`src/rtl/riscv_pkg.sv`:
```
// riscv_pkg: shared RV32I opcode constants, decode types and decode helpers for the ID/EX slice.
package riscv_pkg;
  localparam logic [6:0] OPC_LOAD   = 7'b0000011;
  localparam logic [6:0] OPC_STORE  = 7'b0100011;
  localparam logic [6:0] OPC_BRANCH = 7'b1100011;
  localparam logic [6:0] OPC_JAL    = 7'b1101111;
  localparam logic [6:0] OPC_JALR   = 7'b1100111;
  localparam logic [6:0] OPC_LUI    = 7'b0110111;
  localparam logic [6:0] OPC_AUIPC  = 7'b0010111;
  localparam logic [6:0] OPC_OP     = 7'b0110011;
  localparam logic [6:0] OPC_OP_IMM = 7'b0010011;
  typedef enum logic {RUN, BUBBLE} state_t;
  typedef enum logic [2:0] {IMM_NONE, IMM_I, IMM_S, IMM_B, IMM_U, IMM_J} imm_t;
  function automatic imm_t imm_type(input logic [6:0] op);
    return (op == OPC_LOAD || op == OPC_OP_IMM || op == OPC_JALR) ? IMM_I :
           op == OPC_STORE ? IMM_S :
           op == OPC_BRANCH ? IMM_B :
           (op == OPC_LUI || op == OPC_AUIPC) ? IMM_U :
           op == OPC_JAL ? IMM_J : IMM_NONE;
  endfunction
  function automatic logic uses_rs1(input logic [6:0] op);
    return !(op == OPC_LUI || op == OPC_AUIPC || op == OPC_JAL);
  endfunction
  function automatic logic uses_rs2(input logic [6:0] op);
    return op == OPC_OP || op == OPC_STORE || op == OPC_BRANCH;
  endfunction
  function automatic logic writes_rd(input logic [6:0] op);
    return op == OPC_OP || op == OPC_OP_IMM || op == OPC_LOAD || op == OPC_LUI ||
           op == OPC_AUIPC || op == OPC_JAL || op == OPC_JALR;
  endfunction
endpackage

```
`src/rtl/id_ex_stage_if.sv`:
```
// id_ex_stage_if: ID/EX bundle -- IF/ID inputs, register-file port, writeback, flush/stall and registered EX fields; slave = stage, master = surroundings.
interface id_ex_stage_if #(parameter int N = 32);
  logic         id_valid;
  logic [N-1:0] id_pc;
  logic [31:0]  id_instr;
  logic [4:0]   rf_read1, rf_read2;
  logic [N-1:0] rf_data1, rf_data2;
  logic         wb_write;
  logic [4:0]   wb_rd;
  logic [N-1:0] wb_data;
  logic         flush;
  logic         stall;
  logic         ex_valid, ex_mem_read, ex_mem_write, ex_reg_write;
  logic [N-1:0] ex_pc, ex_rs1_val, ex_rs2_val, ex_imm;
  logic [4:0]   ex_rs1, ex_rs2, ex_rd;
  logic [6:0]   ex_opcode;
  logic [2:0]   ex_funct3;
  logic         ex_funct7b5;
  modport slave (
    input  id_valid, id_pc, id_instr, rf_data1, rf_data2, wb_write, wb_rd, wb_data, flush,
    output rf_read1, rf_read2, stall, ex_valid, ex_mem_read, ex_mem_write, ex_reg_write,
           ex_pc, ex_rs1_val, ex_rs2_val, ex_imm, ex_rs1, ex_rs2, ex_rd, ex_opcode, ex_funct3, ex_funct7b5
  );
  modport master (
    output id_valid, id_pc, id_instr, rf_data1, rf_data2, wb_write, wb_rd, wb_data, flush,
    input  rf_read1, rf_read2, stall, ex_valid, ex_mem_read, ex_mem_write, ex_reg_write,
           ex_pc, ex_rs1_val, ex_rs2_val, ex_imm, ex_rs1, ex_rs2, ex_rd, ex_opcode, ex_funct3, ex_funct7b5
  );
endinterface

```
`src/rtl/imm_gen.sv`:
```
// imm_gen: combinational RV32I immediate decode (instr in) sign-extended to N bits (imm out).
module imm_gen import riscv_pkg::*; #(parameter int N = 32) (
  input  logic [31:0]  instr,
  output logic [N-1:0] imm
);
  imm_t t;
  logic signed [31:0] v;
  assign t = imm_type(instr[6:0]);
  always_comb begin
    v = t == IMM_I ? {{20{instr[31]}}, instr[31:20]} :
        t == IMM_S ? {{20{instr[31]}}, instr[31:25], instr[11:7]} :
        t == IMM_B ? {{19{instr[31]}}, instr[31], instr[7], instr[30:25], instr[11:8], 1'b0} :
        t == IMM_U ? {instr[31:12], 12'b0} :
        t == IMM_J ? {{11{instr[31]}}, instr[31], instr[19:12], instr[20], instr[30:21], 1'b0} : 32'sd0;
  end
  assign imm = N'(v);
endmodule

```
`src/rtl/id_ex_stage.sv`:
```
// id_ex_stage: decode, operand bypass/x0 forcing, load-use interlock (RUN/BUBBLE) and ID/EX pipeline register; ports clk, rst (async, active-high), bus (slave).
module id_ex_stage import riscv_pkg::*; #(parameter int N = 32) (
  input  logic         clk,
  input  logic         rst,
  id_ex_stage_if.slave bus
);
  state_t state;
  logic [6:0] op;
  logic [4:0] rs1, rs2, rd;
  logic [N-1:0] imm, rs1_val, rs2_val;
  logic load_use, bubble;
  assign op = bus.id_instr[6:0];
  assign rs1 = bus.id_instr[19:15];
  assign rs2 = bus.id_instr[24:20];
  assign rd = bus.id_instr[11:7];
  assign bus.rf_read1 = rs1;
  assign bus.rf_read2 = rs2;
  imm_gen #(.N(N)) u_imm (.instr(bus.id_instr), .imm(imm));
  // x0 reads zero even if a writeback targets x0 or the file returns garbage
  assign rs1_val = rs1 == 5'd0 ? '0 : (bus.wb_write && bus.wb_rd == rs1) ? bus.wb_data : bus.rf_data1;
  assign rs2_val = rs2 == 5'd0 ? '0 : (bus.wb_write && bus.wb_rd == rs2) ? bus.wb_data : bus.rf_data2;
  assign load_use = bus.id_valid && bus.ex_valid && bus.ex_mem_read && bus.ex_rd != 5'd0 &&
                    ((uses_rs1(op) && rs1 == bus.ex_rd) || (uses_rs2(op) && rs2 == bus.ex_rd));
  // the bubble cycle re-presents the held instruction against an empty EX, so stall is masked there
  assign bus.stall = state == RUN && load_use && !bus.flush;
  assign bubble = bus.flush || !bus.id_valid || bus.stall;
  always_ff @(posedge clk or posedge rst) begin
    if (rst) begin
      state <= RUN;
      bus.ex_valid <= 1'b0;
      bus.ex_mem_read <= 1'b0;
      bus.ex_mem_write <= 1'b0;
      bus.ex_reg_write <= 1'b0;
      bus.ex_pc <= '0;
      bus.ex_rs1_val <= '0;
      bus.ex_rs2_val <= '0;
      bus.ex_imm <= '0;
      bus.ex_rs1 <= '0;
      bus.ex_rs2 <= '0;
      bus.ex_rd <= '0;
      bus.ex_opcode <= '0;
      bus.ex_funct3 <= '0;
      bus.ex_funct7b5 <= 1'b0;
    end else begin
      state <= bus.stall ? BUBBLE : RUN;
      bus.ex_valid <= !bubble;
      bus.ex_mem_read <= !bubble && op == OPC_LOAD;
      bus.ex_mem_write <= !bubble && op == OPC_STORE;
      bus.ex_reg_write <= !bubble && writes_rd(op) && rd != 5'd0;
      bus.ex_pc <= bus.id_pc;
      bus.ex_rs1_val <= rs1_val;
      bus.ex_rs2_val <= rs2_val;
      bus.ex_imm <= imm;
      bus.ex_rs1 <= rs1;
      bus.ex_rs2 <= rs2;
      bus.ex_rd <= rd;
      bus.ex_opcode <= op;
      bus.ex_funct3 <= bus.id_instr[14:12];
      bus.ex_funct7b5 <= bus.id_instr[30];
    end
  end
endmodule

```
`src/flat_wrapper.sv`:
```
// flat-port wrapper written by rule: the top's interface ports become plain ports
module id_ex_stage_flat import riscv_pkg::*;
#(parameter int N = 32)
  (clk, rst, bus_id_valid, bus_id_pc, bus_id_instr, bus_rf_data1, bus_rf_data2, bus_wb_write, bus_wb_rd, bus_wb_data, bus_flush, bus_rf_read1, bus_rf_read2, bus_stall, bus_ex_valid, bus_ex_mem_read, bus_ex_mem_write, bus_ex_reg_write, bus_ex_pc, bus_ex_rs1_val, bus_ex_rs2_val, bus_ex_imm, bus_ex_rs1, bus_ex_rs2, bus_ex_rd, bus_ex_opcode, bus_ex_funct3, bus_ex_funct7b5);
  id_ex_stage_if #(.N(N)) bus_i ();
  input  logic clk;
  input  logic rst;
  input wire logic [$bits(bus_i.id_valid)-1:0] bus_id_valid;
  input wire logic [$bits(bus_i.id_pc)-1:0] bus_id_pc;
  input wire logic [$bits(bus_i.id_instr)-1:0] bus_id_instr;
  input wire logic [$bits(bus_i.rf_data1)-1:0] bus_rf_data1;
  input wire logic [$bits(bus_i.rf_data2)-1:0] bus_rf_data2;
  input wire logic [$bits(bus_i.wb_write)-1:0] bus_wb_write;
  input wire logic [$bits(bus_i.wb_rd)-1:0] bus_wb_rd;
  input wire logic [$bits(bus_i.wb_data)-1:0] bus_wb_data;
  input wire logic [$bits(bus_i.flush)-1:0] bus_flush;
  output wire logic [$bits(bus_i.rf_read1)-1:0] bus_rf_read1;
  output wire logic [$bits(bus_i.rf_read2)-1:0] bus_rf_read2;
  output wire logic [$bits(bus_i.stall)-1:0] bus_stall;
  output wire logic [$bits(bus_i.ex_valid)-1:0] bus_ex_valid;
  output wire logic [$bits(bus_i.ex_mem_read)-1:0] bus_ex_mem_read;
  output wire logic [$bits(bus_i.ex_mem_write)-1:0] bus_ex_mem_write;
  output wire logic [$bits(bus_i.ex_reg_write)-1:0] bus_ex_reg_write;
  output wire logic [$bits(bus_i.ex_pc)-1:0] bus_ex_pc;
  output wire logic [$bits(bus_i.ex_rs1_val)-1:0] bus_ex_rs1_val;
  output wire logic [$bits(bus_i.ex_rs2_val)-1:0] bus_ex_rs2_val;
  output wire logic [$bits(bus_i.ex_imm)-1:0] bus_ex_imm;
  output wire logic [$bits(bus_i.ex_rs1)-1:0] bus_ex_rs1;
  output wire logic [$bits(bus_i.ex_rs2)-1:0] bus_ex_rs2;
  output wire logic [$bits(bus_i.ex_rd)-1:0] bus_ex_rd;
  output wire logic [$bits(bus_i.ex_opcode)-1:0] bus_ex_opcode;
  output wire logic [$bits(bus_i.ex_funct3)-1:0] bus_ex_funct3;
  output wire logic [$bits(bus_i.ex_funct7b5)-1:0] bus_ex_funct7b5;
  assign bus_i.id_valid = bus_id_valid;
  assign bus_i.id_pc = bus_id_pc;
  assign bus_i.id_instr = bus_id_instr;
  assign bus_i.rf_data1 = bus_rf_data1;
  assign bus_i.rf_data2 = bus_rf_data2;
  assign bus_i.wb_write = bus_wb_write;
  assign bus_i.wb_rd = bus_wb_rd;
  assign bus_i.wb_data = bus_wb_data;
  assign bus_i.flush = bus_flush;
  assign bus_rf_read1 = bus_i.rf_read1;
  assign bus_rf_read2 = bus_i.rf_read2;
  assign bus_stall = bus_i.stall;
  assign bus_ex_valid = bus_i.ex_valid;
  assign bus_ex_mem_read = bus_i.ex_mem_read;
  assign bus_ex_mem_write = bus_i.ex_mem_write;
  assign bus_ex_reg_write = bus_i.ex_reg_write;
  assign bus_ex_pc = bus_i.ex_pc;
  assign bus_ex_rs1_val = bus_i.ex_rs1_val;
  assign bus_ex_rs2_val = bus_i.ex_rs2_val;
  assign bus_ex_imm = bus_i.ex_imm;
  assign bus_ex_rs1 = bus_i.ex_rs1;
  assign bus_ex_rs2 = bus_i.ex_rs2;
  assign bus_ex_rd = bus_i.ex_rd;
  assign bus_ex_opcode = bus_i.ex_opcode;
  assign bus_ex_funct3 = bus_i.ex_funct3;
  assign bus_ex_funct7b5 = bus_i.ex_funct7b5;
  id_ex_stage #(.N(N)) u_core (.clk(clk), .rst(rst), .bus(bus_i));
endmodule
```
`config.mk`:
```
export PLATFORM = sky130hd
export DESIGN_NAME = id_ex_stage_flat
export DESIGN_NICKNAME = d
export VERILOG_FILES = /design/src/rtl/riscv_pkg.sv /design/src/rtl/id_ex_stage_if.sv /design/src/rtl/imm_gen.sv /design/src/rtl/id_ex_stage.sv /design/src/flat_wrapper.sv
export SDC_FILE = /design/constraint.sdc
export NUM_CORES = 1
export LEC_CHECK = 0
export ABC_CLOCK_PERIOD_IN_PS = 5790
export CORE_MARGIN = 4
export CORE_UTILIZATION = 25
export CTS_CLUSTER_SIZE = 12
export DETAILED_ROUTE_END_ITERATION = 16
export PLACE_DENSITY = 0.7
export SYNTH_ARGS = -nofsm -noshare
export SYNTH_HDL_FRONTEND = slang
export SYNTH_SLANG_ARGS = --single-unit
```
`constraint.sdc`:
```
create_clock -name clk -period 5.79 [get_ports clk]
set_input_delay 1.4475 -clock clk [delete_from_list [all_inputs] [get_ports clk]]
set_output_delay 1.4475 -clock clk [all_outputs]
set_load 0.05 [all_outputs]
```
==> flow_summary.json, run 1 <==
{
  "slowest_stage": "clkdlybuf4s50_1",
  "async_flop_share_pct": 100,
  "max_freq_mhz": 186,
  "antennaDiodeCount": 0,
  "arrival_ns": 3.92,
  "critPathTopFamily": "buffers and inverters",
  "drt_iter0_markers": 320,
  "die_area_um2": 26400,
  "coreArea_um2": 23500,
  "post_cts_resized": 0,
  "die_w_um": 163,
  "syn_area_per_cell_um2": 11.5,
  "slew_violations": 0,
  "swShare_pct": 31.3,
  "gp_congestion": 0.880,
  "antenna_found_initial": 0,
  "synth_top_area_share_pct": 66.6,
  "fin_util_pct": 43.8,
  "ys_warn_count": 0,
  "synth.largest_area_cell": "dfrtp_1",
  "p_leak_uw": 0.00417,
  "synth_nets": 689,
  "internal_power_uw": 2030,
  "synthTopCellsByArea": "dfrtp_1 67%, nand3_1 5.7%, a21oi_1 5.4%, o21ai_0 5.4%, xnor2_1 2.9%",
  "grt_setup_unrepaired": "false",
  "routedWlPerCell_um": 19.9,
  "wl_um": 23400,
  "grt_max_degree": 87,
  "initial_core_util_pct": 25.5,
  "setup_tns_ns": 0,
  "synth_commonest_cells": "159 x dfrtp_1, 68 x nand3_1, 65 x a21oi_1, 64 x o21ai_0, 26 x nand2_1",
  "synth_edf_count": 0,
  "cts_buffer_depth": 2,
  "syn_area_um2": 5980,
  "io-pin-count": 339,
  "cts_setup_buffers": 0,
  "power_uw": 2950,
  "yosysMostFrequentCell": "dfrtp_1",
  "nNetsFinal": 1014,
  "worstSkewPairLatency_ns": 0.42,
  "cts_tree": "yes",
  "setup_viol": 0,
  "p_per_area_nw_per_um2": 287,
  "cp.required_ns": 4.34,
  "final_antenna_net_count": 0,
  "max_stage_delay_ns": 0.81,
  "min_period_ns": 5.37,
  "hold_viol": 0,
  "synth_cell_types": 37,
  "root_buffer": "clkbuf_16",
  "worstMarginPinSlew_ns": 1.02,
  "cpMostUsedCell": "clkdlybuf4s50_1",
  "final_layout_size_suffix_gt1_share_pct": 6.65,
  "overflow": 0,
  "numCtsBuffers": 17,
  "portBuffers": 338,
  "ys.flop_type": "dfrtp_1",
  "seqPwrFrac_pct": 40.2,
  "grt.total_usage_pct": 17.3,
  "holdWs_ns": 0.739,
  "syn_inst": 519,
  "fin_crit_sh_pct": 92.7,
  "ys_ff_latch": 159,
  "power_frac_comb_pct": 21.1,
  "path_max_fanout": 5,
  "area_delta_synth_final_pct": 71.9,
  "ys_seq_area_share_pct": 66.6,
  "dpl.hpwl_um": 17100,
  "worstSetupEndpointType": "output port",
  "slew_headroom_pct": 32.3,
  "drv_cap": 0,
  "path_cells": "clkdlybuf4s50_1 -> nand4bb_1 -> nand4b_1 -> nor3_1 -> or2_1 -> clkdlybuf4s50_1",
  "die_h_um": 163,
  "path_buf_inv": 2,
  "vdd_ir_drop_max_uv": 167,
  "hp-class": "register to register",
  "power_switching_uw": 923,
  "via_count": 5369,
  "grt_pass1_vias": 5912,
  "fin_worst_skew_ns": 0.00178,
  "run_status": "finished, final reports clean",
  "cts_hold_buf": 0,
  "path_clk_slew_ns": 0.07,
  "p_clk_share_pct": 38.7,
  "firstDrtPassIters": 5,
  "via_per_inst": 4.57,
  "grt_pass1_wl_um": 34900,
  "num_rows": 56,
  "worstSetupPathType": "primary input to output port",
  "drc": 0,
  "cts_max_level": 4,
  "clock-sinks": 159,
  "crit_path_start_kind": "primary input"
}
## worst paths after layout
kind	endpoint	depth (start not counted)	slack (ns)	from
setup reg to reg	u_core.state$_DFF_PP0_	4	4.07	u_core.bus.ex_rd[0]$_DFF_PP0_
min in group asynchronous	u_core.bus.ex_pc[17]$_DFF_PP0_	2	1.49	rst
max in group asynchronous	u_core.bus.ex_rs2_val[28]$_DFF_PP0_	3	3.29	rst
setup / recovery	bus_stall	6	0.42	bus_id_instr[3]
hold reg to reg	u_core.bus.ex_valid$_DFF_PP0_	4	0.74	u_core.state$_DFF_PP0_
hold / removal	u_core.bus.ex_valid$_DFF_PP0_	4	0.74	u_core.state$_DFF_PP0_
## per-layer routing
metal | track usage, % | routed length (µm) | share of wire [%] | up-vias
li1 | - | - | - | 2454
met2 | 30.5 | 11900 | 51 | 279
met5 | 0 | 0 | 0 | -
met3 | 5.24 | 1980 | 8.5 | 29
met1 | 20.4 | 9090 | 39 | 2607
met4 | 5.38 | 404 | 1.7 | 0
## power by group through the flow
stage / Clock [µW] / Combinational (µW) / Sequential [µW]
6_report: 1140 / 623 / 1190
4_1_cts: 1170 / 629 / 1190
2_1_floorplan: 0 / 119 / 1410
5_1_grt: 1220 / 654 / 1190
3_5_place_dp: 0 / 627 / 1210
3_3_place_gp: 0 / 625 / 1210
## tightest hold or removal path: stages (launching register included)
cell and delay [ns]:
dfrtp_1 0.33, nor4bb_1 0.05, o211ai_2 0.09, nor4_2 0.07
nor3_1 0.14
## state kept, by name, indices dropped and copies added (netlist names)
register,count
u_core.bus.ex_pc,32
u_core.bus.ex_rs1_val,32
u_core.bus.ex_mem_write,1
u_core.bus.ex_funct7b5,1
u_core.bus.ex_opcode,7
u_core.bus.ex_mem_read,1
u_core.state,1
u_core.bus.ex_reg_write,1
u_core.bus.ex_valid,1
u_core.bus.ex_rs2_val,32
u_core.bus.ex_funct3,3
u_core.bus.ex_rs1,5
u_core.bus.ex_rd,5
u_core.bus.ex_imm,32
u_core.bus.ex_rs2,5
## final cells by class
class | instances | area, µm²
clock buffer | 18 | 429
clock inverter | 14 | 170
fill | 2206 | 13200
inverter | 3 | 16.3
multi-input combinational | 308 | 1760
sequential | 159 | 3980
tap | 319 | 399
timing repair buffer | 355 | 3520
## through the flow
stage | instances | instance area, µm² | setup WS (ns)
after floorplan | 519 | 5980 | 0.0509
after global placement | 1144 | 9670 | 0.497
after detailed placement | 1144 | 9670 | 0.447
after CTS | 1176 | 10300 | 0.442
after global routing | 1176 | 10300 | 0.199
final | 1176 | 10300 | 0.422
## cells by family (layout without fill, tap and decap cells)
group | count (synthesis) | count (layout) | share of synthesized area [%]
buffers and inverters | 52 | 390 | 4.21
AND/OR/NAND/NOR | 136 | 136 | 12.0
XOR/XNOR | 20 | 20 | 2.93
AO/OA/AOI/OAI | 152 | 152 | 14.3
flip-flops | 159 | 159 | 66.6
## layout by cell type (no fill, tap or decap), drive strengths merged, types with 6 or more instances in the layout
cell | Yosys | routed
a21o | 9 | 9
a21oi | 66 | 66
buf | 25 | 17
clkbuf | 24 | 18
clkdlybuf4s50 | 0 | 338
dfrtp | 159 | 159
inv | 3 | 11
nand2 | 26 | 26
nand3 | 68 | 68
nor2 | 6 | 6
nor2b | 8 | 8
nor3 | 7 | 7
o21ai | 65 | 65
xnor2 | 20 | 20
No activity file was read; power rests on OpenSTA's default activity.
==> inputs of run 2 (changes only) <==
--- a/config.mk
+++ b/config.mk
@@ -11,6 +11,7 @@
 export CTS_CLUSTER_SIZE = 12
 export DETAILED_ROUTE_END_ITERATION = 16
 export PLACE_DENSITY = 0.7
+export SLEW_MARGIN = 20
 export SYNTH_ARGS = -nofsm -noshare
 export SYNTH_HDL_FRONTEND = slang
 export SYNTH_SLANG_ARGS = --single-unit
==> results of run 2 <==
Final layout, timing and power as in run 1 (identical DEF).
